<file path="config.mk">
export PLATFORM = sky130hd
export DESIGN_NAME = k_band_energy_scheduler
export DESIGN_NICKNAME = d
export VERILOG_FILES = /design/src/rtl/k_band_energy_scheduler.sv
export SDC_FILE = /design/constraint.sdc
export NUM_CORES = 1
export LEC_CHECK = 0
export ABC_AREA = 0
export CAP_MARGIN = 20
export CORE_MARGIN = 2
export CORE_UTILIZATION = 42
export CTS_CLUSTER_SIZE = 28
export DETAILED_ROUTE_END_ITERATION = 6
export PLACE_DENSITY = 0.68
export SETUP_SLACK_MARGIN = 0.2
export SLEW_MARGIN = 0
export SYNTH_ARGS = -nofsm -noshare
export SYNTH_HDL_FRONTEND = slang
export SYNTH_SLANG_ARGS = --single-unit
</file>
<file path="constraint.sdc">
create_clock -name clk -period 8.3 [get_ports clk]
set_clock_uncertainty 0.1 [all_clocks]
set_input_delay 1.66 -clock clk [delete_from_list [all_inputs] [get_ports clk]]
set_output_delay 1.66 -clock clk [all_outputs]
set_load 0.02 [all_outputs]
</file>
<file path="src/rtl/k_band_energy_scheduler.sv">
// Feeds FFT bins one at a time through the shared energy unit and accumulates
// the returned energies into programmable frequency bands, one vector per frame.
module k_band_energy_scheduler #(
    parameter int unsigned IN_WIDTH  = 16,
    parameter int unsigned E_WIDTH   = 40,
    parameter int unsigned NUM_BANDS = 4,
    parameter int unsigned IDX_WIDTH = 10,
    parameter int unsigned ACC_WIDTH = 48
) (
    input  logic                           clk,
    input  logic                           rst,
    input  logic                           s_axis_tvalid,
    output logic                           s_axis_tready,
    input  logic [2*IN_WIDTH-1:0]          s_axis_tdata,
    input  logic                           s_axis_tlast,
    output logic                           e_tvalid,
    input  logic                           e_tready,
    output logic [2*IN_WIDTH-1:0]          e_tdata,
    input  logic [E_WIDTH-1:0]             e_energy,
    input  logic                           e_valid,
    input  logic [NUM_BANDS*IDX_WIDTH-1:0] band_edge,
    output logic [NUM_BANDS*ACC_WIDTH-1:0] m_band_energy,
    output logic [NUM_BANDS-1:0]           m_band_sat,
    output logic                           m_valid,
    input  logic                           m_ready
);

    localparam int unsigned SUM_W  = ((ACC_WIDTH > E_WIDTH) ? ACC_WIDTH : E_WIDTH) + 1;
    localparam int unsigned BAND_W = (NUM_BANDS > 1) ? $clog2(NUM_BANDS) : 1;

    typedef enum logic [2:0] {IDLE, ISSUE, WAIT, ACCUM, OUTPUT} state_t;

    state_t                 state, state_nxt;
    logic                   run;
    logic [2*IN_WIDTH-1:0]  data_q;
    logic                   last_q;
    logic [IDX_WIDTH-1:0]   bin_idx;
    logic [IDX_WIDTH-1:0]   bin_cnt;
    logic [IDX_WIDTH-1:0]   edge_q [NUM_BANDS];
    logic [E_WIDTH-1:0]     energy_q;
    logic [ACC_WIDTH-1:0]   acc [NUM_BANDS];
    logic [NUM_BANDS-1:0]   sat;
    logic                   band_hit;
    logic [BAND_W-1:0]      band_sel;
    logic [SUM_W-1:0]       sum;
    logic                   sum_ovf;

    always_ff @(posedge clk) begin
        if (rst) state <= IDLE;
        else     state <= state_nxt;
    end

    // run holds s_axis_tready low for the first cycle after reset release
    always_comb begin
        state_nxt     = state;
        s_axis_tready = 1'b0;
        e_tvalid      = 1'b0;
        m_valid       = 1'b0;
        case (state)
            IDLE: begin
                s_axis_tready = run;
                if (run && s_axis_tvalid) state_nxt = ISSUE;
            end
            ISSUE: begin
                e_tvalid = 1'b1;
                if (e_tready) state_nxt = WAIT;
            end
            WAIT:   if (e_valid) state_nxt = ACCUM;
            ACCUM:  state_nxt = last_q ? OUTPUT : IDLE;
            OUTPUT: begin
                m_valid = 1'b1;
                if (m_ready) state_nxt = IDLE;
            end
            default: state_nxt = IDLE;
        endcase
    end

    // Lowest band whose inclusive upper edge covers the bin wins
    always_comb begin
        band_hit = 1'b0;
        band_sel = '0;
        for (int unsigned b = 0; b < NUM_BANDS; b++) begin
            if (!band_hit && bin_idx <= edge_q[b]) begin
                band_hit = 1'b1;
                band_sel = BAND_W'(b);
            end
        end
        sum     = SUM_W'(acc[band_sel]) + SUM_W'(energy_q);
        sum_ovf = |sum[SUM_W-1:ACC_WIDTH];
    end

    always_ff @(posedge clk) begin
        if (rst) begin
            run      <= 1'b0;
            data_q   <= '0;
            last_q   <= 1'b0;
            bin_idx  <= '0;
            bin_cnt  <= '0;
            energy_q <= '0;
            sat      <= '0;
            for (int unsigned b = 0; b < NUM_BANDS; b++) begin
                acc[b]    <= '0;
                edge_q[b] <= '0;
            end
        end else begin
            run <= 1'b1;
            case (state)
                IDLE: begin
                    if (s_axis_tready && s_axis_tvalid) begin
                        data_q  <= s_axis_tdata;
                        last_q  <= s_axis_tlast;
                        bin_idx <= bin_cnt;
                        if (bin_cnt == '0) begin
                            for (int unsigned b = 0; b < NUM_BANDS; b++)
                                edge_q[b] <= band_edge[b*IDX_WIDTH +: IDX_WIDTH];
                        end
                    end
                end
                WAIT: if (e_valid) energy_q <= e_energy;
                ACCUM: begin
                    if (band_hit) begin
                        if (sum_ovf) begin
                            acc[band_sel] <= '1;
                            sat[band_sel] <= 1'b1;
                        end else begin
                            acc[band_sel] <= sum[ACC_WIDTH-1:0];
                        end
                    end
                    if (bin_cnt != '1) bin_cnt <= bin_cnt + IDX_WIDTH'(1);
                end
                OUTPUT: begin
                    if (m_ready) begin
                        sat     <= '0;
                        bin_cnt <= '0;
                        for (int unsigned b = 0; b < NUM_BANDS; b++) acc[b] <= '0;
                    end
                end
                default: ;
            endcase
        end
    end

    assign e_tdata    = data_q;
    assign m_band_sat = sat;

    always_comb begin
        m_band_energy = '0;
        for (int unsigned b = 0; b < NUM_BANDS; b++)
            m_band_energy[b*ACC_WIDTH +: ACC_WIDTH] = acc[b];
    end

endmodule

</file>
==> results.json, run 1 <==
{
  "outcome": "completed",
  "setup_total_negative_slack_ns": 0,
  "detailroute.via_count": 15050,
  "clockRootBuffer": "sky130_fd_sc_hd__clkbuf_16",
  "cts_buffers": 38,
  "cp.buffers_inverters": 2,
  "pwr_density_cell_nw_per_um2": 183.1,
  "antenna_violations_before_repair": 0,
  "yosysUniqueCellTypes": 70,
  "hold_start": "e_tdata[20]$_SDFFE_PP0P_",
  "power.share.clock_pct": 42.8,
  "synth_area_leader_cell": "sky130_fd_sc_hd__edfxtp_1",
  "worst_path_dominant_cell_family": "compound AO/OA/AOI/OAI gates",
  "rr_worst_depth": 20,
  "detailedPlacementHpwl_um": 38680,
  "fill_count": 3507,
  "synthSimpleGateAreaFrac_pct": 13.79,
  "clk_pin_slew_worst_paths_ns": 0.06,
  "mostFrequentLayoutCell": "sky130_fd_sc_hd__clkdlybuf4s50_1",
  "critical_path.reg2reg.endpoint": "acc[0][23]$_SDFFCE_PN0P_",
  "ctsLongestPathBuffers": 3,
  "worst_setup_path_start_kind": "flip-flop",
  "switchingPower_mw": 0.9839,
  "synth_compound_area_share_pct": 19.74,
  "worst_skew_pair.late_latency_ns": 0.56,
  "syn_area_per_cell_um2": 9.816,
  "endpoint_required_time_on_the_critical_path_ns": 8.59,
  "first_pass_grt_wire_length_um": 84790,
  "routedWlPerCell_um": 21.74,
  "pre_cts_ws_ns": 1.166,
  "fin_crit_ns": 7.548,
  "total_die_area_um2": 41990,
  "synth_top_family_by_area": "compound AO/OA/AOI/OAI gates",
  "regToRegSetupSlack_ns": 0.75,
  "cts_hold_repair.buffers": 0,
  "post_cts_buffers": 0,
  "finalNetCount": 2234,
  "cts.htree.levels": 2,
  "finalHoldViolations": 0,
  "yosys.area_share.adder_pct": 6.170,
  "synthXorXnorAreaFrac_pct": 2.325,
  "critical_path.max_fanout": 104,
  "cts-resized-gates": 0,
  "reg2reg_from": "bin_idx[3]$_SDFFE_PP0P_",
  "final_critical_path_setup_slack_ns": 0.7523,
  "worst_ir_drop_on_vdd_v": 0.0001456,
  "crit_path_max_incr_delay_ns": 0.86,
  "power.share.switching_pct": 24.14,
  "layout.cell_area.non_filler_um2": 22270,
  "gpl.final_weighted_congestion": 0.9820,
  "hold_depth": 2,
  "detail_route.vias_per_cell": 5.815,
  "design.portCount": 350,
  "die_span_y_um": 204.9,
  "worstHoldPathType": "flip-flop to flip-flop",
  "ys_top_cells_by_area": "sky130_fd_sc_hd__edfxtp_1, sky130_fd_sc_hd__dfxtp_1, sky130_fd_sc_hd__a21oi_1, sky130_fd_sc_hd__nand2_1, sky130_fd_sc_hd__ha_1",
  "core_footprint_um2": 39820,
  "firstDrtPassIters": 5,
  "dr.first_iter.drc_count": 1546,
  "gr-usage-all-layers_pct": 26.27,
  "synth_flop_cell": "sky130_fd_sc_hd__edfxtp_1",
  "seq_area_frac_synth_pct": 53.02,
  "drcViolationCount": 0,
  "library_cell_contributing_the_largest_single_delay_on_the_critical_path": "sky130_fd_sc_hd__a21oi_4",
  "timing_worst_slew_pin_value_ns": 1.002,
  "power_leakage_nw": 8.444,
  "finalCoreUtilization_pct": 55.92,
  "async_reset_ff_share_pct": 0,
  "grt_remaining_overflow": 0,
  "syn-instance-count": 1727,
  "setup_viol_count_final": 0,
  "first_global_vias": 15059,
  "postRouteAntennaNets": 0,
  "crit_chain": "ha_1, a21oi_1, o21ai_1, a2111oi_1, o211ai_1, a21oi_4, buf_4, nand2_1, a31oi_1, ha_1, nand4_1, nor2_1, nand4b_1, nor4_1, o211ai_1, a221oi_1, o21a_1, a21oi_4, buf_12, a21oi_1",
  "share_of_cells_above_drive_strength_1_pct": 5.529,
  "rsz0062_at_grt": "false",
  "io_buffers": 349,
  "hold_end": "e_tdata[20]$_SDFFE_PP0P_",
  "worstSetupEndpointType": "flip-flop",
  "synth.area.mux_share_pct": 0.9669,
  "maxCapViolations": 0,
  "final_cell_mix": "sky130_fd_sc_hd__clkdlybuf4s50_1, sky130_fd_sc_hd__a21oi_1, sky130_fd_sc_hd__nand2_1",
  "numClockSinks": 333,
  "routed_wirelength_um": 56260,
  "netlist.area_leader.share_pct": 41.10,
  "synth_edf_count": 232,
  "post_dp_cell_area_um2": 20960,
  "std_cell_rows": 73,
  "die_width_um": 204.9,
  "synth-warning-count": 0,
  "grt_start_max_net_pins": 105,
  "syn_nets": 1929,
  "path_class": "flip-flop to flip-flop",
  "internal-power_mw": 3.093,
  "layout-area-overhead-vs-synth_pct": 31.35,
  "power.sequential.fraction_pct": 46.1,
  "tritoncts": "yes",
  "synthesis.area_um2": 16950,
  "post-route-period-util_pct": 90.94,
  "slew-limit-headroom_pct": 33.19,
  "cp_data_arrival_time_ns": 7.84,
  "ys_ff_latch": 333,
  "initial_utilization_pct": 42.57,
  "fmax_mhz": 132.5,
  "final-max-slew-violation-count": 0,
  "power_frac_comb_pct": 11.1
}
[state kept, by name (all words and copies together) (netlist names)]
register	cells
energy_q	40
m_band_sat	4
bin_idx	10
run	1
state	3
acc	192
e_tdata	32
bin_cnt	10
edge_q	40
last_q	1
[cell families after synthesis]
group,count (synthesis)
buffers and inverters,173
adders and majority gates,83
DFF,333
and+or+nand+nor,514
AOI/OAI and AO/OA,563
xor gates and xnor gates,45
muxes,16
[power groups by stage]
stage / combinational [mW] / sequential, mW / clock [mW]
4_1_cts: 0.452 / 1.88 / 1.76
3_5_place_dp: 0.450 / 1.91 / 0
3_3_place_gp: 0.444 / 1.91 / 0
5_1_grt: 0.488 / 1.88 / 1.83
6_report: 0.453 / 1.88 / 1.74
2_1_floorplan: 0.181 / 1.96 / 0
[tightest hold or removal path, cell delays in order, from the launching register on]
cell                      delay [ns]
sky130_fd_sc_hd__dfxtp_1        0.30
sky130_fd_sc_hd__nand2_1        0.05
sky130_fd_sc_hd__a21oi_1        0.05
[synthesized netlist by cell type (4+ instances only)]
master,number
sky130_fd_sc_hd__nor2_1,47
sky130_fd_sc_hd__o21ai_1,4
sky130_fd_sc_hd__o21bai_1,6
sky130_fd_sc_hd__inv_1,63
sky130_fd_sc_hd__edfxtp_1,232
sky130_fd_sc_hd__buf_2,21
sky130_fd_sc_hd__o21a_1,5
sky130_fd_sc_hd__nand2b_1,7
sky130_fd_sc_hd__or3_1,6
sky130_fd_sc_hd__o21ai_0,36
sky130_fd_sc_hd__nand4_1,23
sky130_fd_sc_hd__mux2i_1,13
sky130_fd_sc_hd__a22o_1,5
sky130_fd_sc_hd__a21oi_1,304
sky130_fd_sc_hd__dfxtp_1,101
sky130_fd_sc_hd__xnor2_1,22
sky130_fd_sc_hd__nor2b_1,4
sky130_fd_sc_hd__nor3_1,13
sky130_fd_sc_hd__nor4_1,8
sky130_fd_sc_hd__and4_1,5
sky130_fd_sc_hd__ha_1,82
sky130_fd_sc_hd__a221oi_1,6
sky130_fd_sc_hd__a31oi_1,65
sky130_fd_sc_hd__and3_1,7
sky130_fd_sc_hd__nand2_1,306
sky130_fd_sc_hd__xor2_1,23
sky130_fd_sc_hd__nand3_1,21
sky130_fd_sc_hd__o211ai_1,11
sky130_fd_sc_hd__and2_1,48
sky130_fd_sc_hd__clkbuf_1,86
sky130_fd_sc_hd__a2111o_1,4
sky130_fd_sc_hd__o22ai_1,41
sky130_fd_sc_hd__a21oi_2,4
sky130_fd_sc_hd__a211oi_1,17
sky130_fd_sc_hd__a21o_1,21
sky130_fd_sc_hd__o221ai_1,5
[cell type report]
class | count | area, µm² | share of cell area (%)
multi-input cells | 1221 | 7376 | 33.12
inverters | 63 | 236.5 | 1.062
clock inverters | 17 | 202.7 | 0.9103
clock buffers | 53 | 1081 | 4.855
flip-flops and latches | 333 | 8989 | 40.37
diodes | 1 | 2.502 | 0.01124
repair buffers | 375 | 3724 | 16.72
well taps | 525 | 656.9 | 2.950
[worst max path at each step]
stage | from | endpoint | cells after the start
detailed placement | bin_idx[3]$_SDFFE_PP0P_ | acc[0][47]$_SDFFCE_PN0P_ | 20
CTS | bin_idx[3]$_SDFFE_PP0P_ | acc[1][43]$_SDFFCE_PN0P_ | 20
floorplan | s_axis_tvalid | edge_q[0][0]$_SDFFCE_PN0P_ | 4
finish | bin_idx[3]$_SDFFE_PP0P_ | acc[0][23]$_SDFFCE_PN0P_ | 20
global placement | bin_idx[5]$_SDFFE_PP0P_ | acc[3][0]$_SDFFCE_PN0P_ | 20
global route | bin_idx[3]$_SDFFE_PP0P_ | acc[2][0]$_SDFFCE_PN0P_ | 20
[through the flow]
step	power [mW]	std cells	hold slack, ns
after floorplan	2.137	1727	0.3363
after global placement	2.357	2516	0.3420
after CTS	4.095	2586	0.3548
final	4.077	2588	0.3516
after global routing	4.200	2587	0.3748
after detailed placement	2.363	2516	0.3470
[layer usage]
layer	part of all wire, %	vias up	GRT usage (%)
met5	0	-	0
met4	3.4	0	10.95
met3	8.6	122	4.598
met2	46	811	42.37
met1	42	7159	34.93
li1	-	6958	-
Note: power is estimated with default switching activity, not from simulation.
==> run 2, diff against run 1 <==
--- a/config.mk
+++ b/config.mk
@@ -7,7 +7,6 @@
 export LEC_CHECK = 0
 export ABC_AREA = 0
 export CAP_MARGIN = 20
-export CORE_MARGIN = 2
 export CORE_UTILIZATION = 42
 export CTS_CLUSTER_SIZE = 28
 export DETAILED_ROUTE_END_ITERATION = 6
==> results.json, run 2 (same netlist as run 1, synthesis figures left out) <==
{
  "reg2reg_from": "bin_idx[1]$_SDFFE_PP0P_",
  "crit_path_max_incr_delay_ns": 0.73,
  "layout-area-overhead-vs-synth_pct": 30.45,
  "detail_route.vias_per_cell": 5.810,
  "setup_total_negative_slack_ns": 0,
  "rsz0062_at_grt": "false",
  "cpMostUsedCell": "sky130_fd_sc_hd__ha_1",
  "maxCapViolations": 0,
  "power_frac_comb_pct": 11.6,
  "post-route-period-util_pct": 89.03,
  "path_class": "flip-flop to flip-flop",
  "detailedPlacementHpwl_um": 38350,
  "design.portCount": 350,
  "total_die_area_um2": 41170,
  "drcViolationCount": 0,
  "ctsLongestPathBuffers": 3,
  "worst_setup_path_start_kind": "flip-flop",
  "clockRootBuffer": "sky130_fd_sc_hd__clkbuf_16",
  "core_footprint_um2": 39730,
  "cts-resized-gates": 0,
  "antenna_violations_before_repair": 1,
  "grt_remaining_overflow": 0,
  "first_pass_grt_wire_length_um": 85620,
  "mostFrequentLayoutCell": "sky130_fd_sc_hd__clkdlybuf4s50_1",
  "library_cell_contributing_the_largest_single_delay_on_the_critical_path": "sky130_fd_sc_hd__nor4_1",
  "clk_pin_slew_worst_paths_ns": 0.06,
  "grt_start_max_net_pins": 142,
  "cts_buffers": 37,
  "fmax_mhz": 135.3,
  "finalNetCount": 2233,
  "cts.htree.levels": 2,
  "std_cell_rows": 73,
  "hold_depth": 2,
  "rr_worst_depth": 20,
  "die_width_um": 202.9,
  "cp_data_arrival_time_ns": 7.66,
  "power.share.switching_pct": 24.80,
  "gr-usage-all-layers_pct": 26.96,
  "detailroute.via_count": 15012,
  "hold_start": "e_tdata[2]$_SDFFE_PP0P_",
  "cp.buffers_inverters": 2,
  "worst_path_dominant_cell_family": "simple AND/OR/NAND/NOR gates",
  "final_cell_mix": "sky130_fd_sc_hd__clkdlybuf4s50_1, sky130_fd_sc_hd__a21oi_1, sky130_fd_sc_hd__nand2_1",
  "routedWlPerCell_um": 21.79,
  "pwr_density_cell_nw_per_um2": 177.1,
  "internal-power_mw": 2.945,
  "power.share.clock_pct": 40.4,
  "gpl.final_weighted_congestion": 0.9515,
  "dr.first_iter.drc_count": 1455,
  "initial_utilization_pct": 42.67,
  "worstHoldPathType": "flip-flop to flip-flop",
  "total_power_after_layout_mw": 3.916,
  "regToRegSetupSlack_ns": 0.91,
  "die_span_y_um": 202.9,
  "worst_ir_drop_on_vdd_v": 0.0001133,
  "registers.top_by_ff_count": "acc",
  "hold_end": "e_tdata[2]$_SDFFE_PP0P_",
  "postRouteAntennaNets": 0,
  "routed_wirelength_um": 56300,
  "critical_path.max_fanout": 141,
  "final-max-slew-violation-count": 0,
  "outcome": "completed",
  "fin_crit_ns": 7.390,
  "tritoncts": "yes",
  "setup_viol_count_final": 0,
  "largest_reg_flops": 192,
  "endpoint_required_time_on_the_critical_path_ns": 8.57,
  "worstSetupEndpointType": "flip-flop",
  "top_regs": "acc (192), edge_q (40), energy_q (40)",
  "slew-limit-headroom_pct": 39.59,
  "cts_hold_repair.buffers": 0,
  "power.sequential.fraction_pct": 48.0,
  "fill_count": 3467,
  "crit_chain": "ha_1, nand2b_1, a211oi_2, a2111oi_2, or2_0, or3_2, buf_4, o22ai_1, a31oi_1, ha_1, nand4_1, nor2_1, nand4b_1, nor4_1, o211ai_1, a221oi_1, o21a_1, a21oi_4, buf_12, a21oi_1",
  "post_cts_buffers": 0,
  "share_of_cells_above_drive_strength_1_pct": 5.491,
  "timing_worst_slew_pin_value_ns": 0.8979,
  "worst_skew_pair.late_latency_ns": 0.55,
  "numClockSinks": 333,
  "critical_path.reg2reg.endpoint": "acc[2][14]$_SDFFCE_PN0P_",
  "finalHoldViolations": 0,
  "switchingPower_mw": 0.9711,
  "firstDrtPassIters": 5,
  "power_leakage_nw": 8.382,
  "first_global_vias": 14683,
  "io_buffers": 349
}
==> run 2: metrics by stage <==
stage / utilization [%] / setup WS, ns / hold slack, ns / instance area (µm²) / instances
after CTS: 55.60 / 1.176 / 0.3546 / 22090 / 2582
after global placement: 52.74 / 1.525 / 0.3423 / 20950 / 2516
after global routing: 55.66 / 0.5478 / 0.3727 / 22120 / 2584
after floorplan: - / 2.435 / 0.3363 / 16950 / 1727
final: 55.66 / 0.9104 / 0.3535 / 22120 / 2584
after detailed placement: 52.74 / 1.249 / 0.3470 / 20950 / 2516
==> run 2: layer usage <==
layer / global-route usage, % / vias to the layer above / routed length, µm
met3: 4.831 / 116 / 5113
met2: 43.27 / 733 / 25800
met1: 36.43 / 7217 / 23480
met4: 9.721 / 0 / 1906
li1: - / 6946 / -
met5: 0 / - / 0
==> run 2: worst max path at each step <==
stage,cells past startpoint,slack [ns],start,end
floorplan,4,2.43,s_axis_tvalid,edge_q[0][0]$_SDFFCE_PN0P_
finish,20,0.91,bin_idx[1]$_SDFFE_PP0P_,acc[2][14]$_SDFFCE_PN0P_
global placement,19,1.52,bin_idx[3]$_SDFFE_PP0P_,acc[0][1]$_SDFFCE_PN0P_
detailed placement,19,1.25,bin_idx[1]$_SDFFE_PP0P_,acc[1][34]$_SDFFCE_PN0P_
global route,20,0.55,bin_idx[5]$_SDFFE_PP0P_,acc[2][33]$_SDFFCE_PN0P_
CTS,19,1.18,bin_idx[1]$_SDFFE_PP0P_,acc[2][33]$_SDFFCE_PN0P_
==> run 2: power by group through the flow <==
| stage | Combinational (mW) | Clock [mW] | Sequential (mW) |
|---|---|---|---|
| 2_1_floorplan | 0.181 | 0 | 1.96 |
| 3_3_place_gp | 0.445 | 0 | 1.91 |
| 3_5_place_dp | 0.450 | 0 | 1.92 |
| 4_1_cts | 0.453 | 1.59 | 1.88 |
| 5_1_grt | 0.487 | 1.65 | 1.89 |
| 6_report | 0.453 | 1.58 | 1.88 |
==> run 2: worst min-delay path, stage by stage, from the launching register on <==
cell and delay [ns]:
sky130_fd_sc_hd__dfxtp_1 0.30, sky130_fd_sc_hd__nand2_1 0.05, sky130_fd_sc_hd__a21oi_1 0.05
==> run 2: final cells by class <==
type                       instances  area [µm²]  share of cell area (%)
antenna                            1       2.502                 0.01132
clock buffer                      54        1020                   4.611
sequential                       333        8989                   40.64
tap                              525       656.9                   2.970
timing repair buffer             375        3711                   16.78
inverter                          63       236.5                   1.069
clock inverter                    12       118.9                  0.5375
multi-input combinational       1221        7381                   33.37
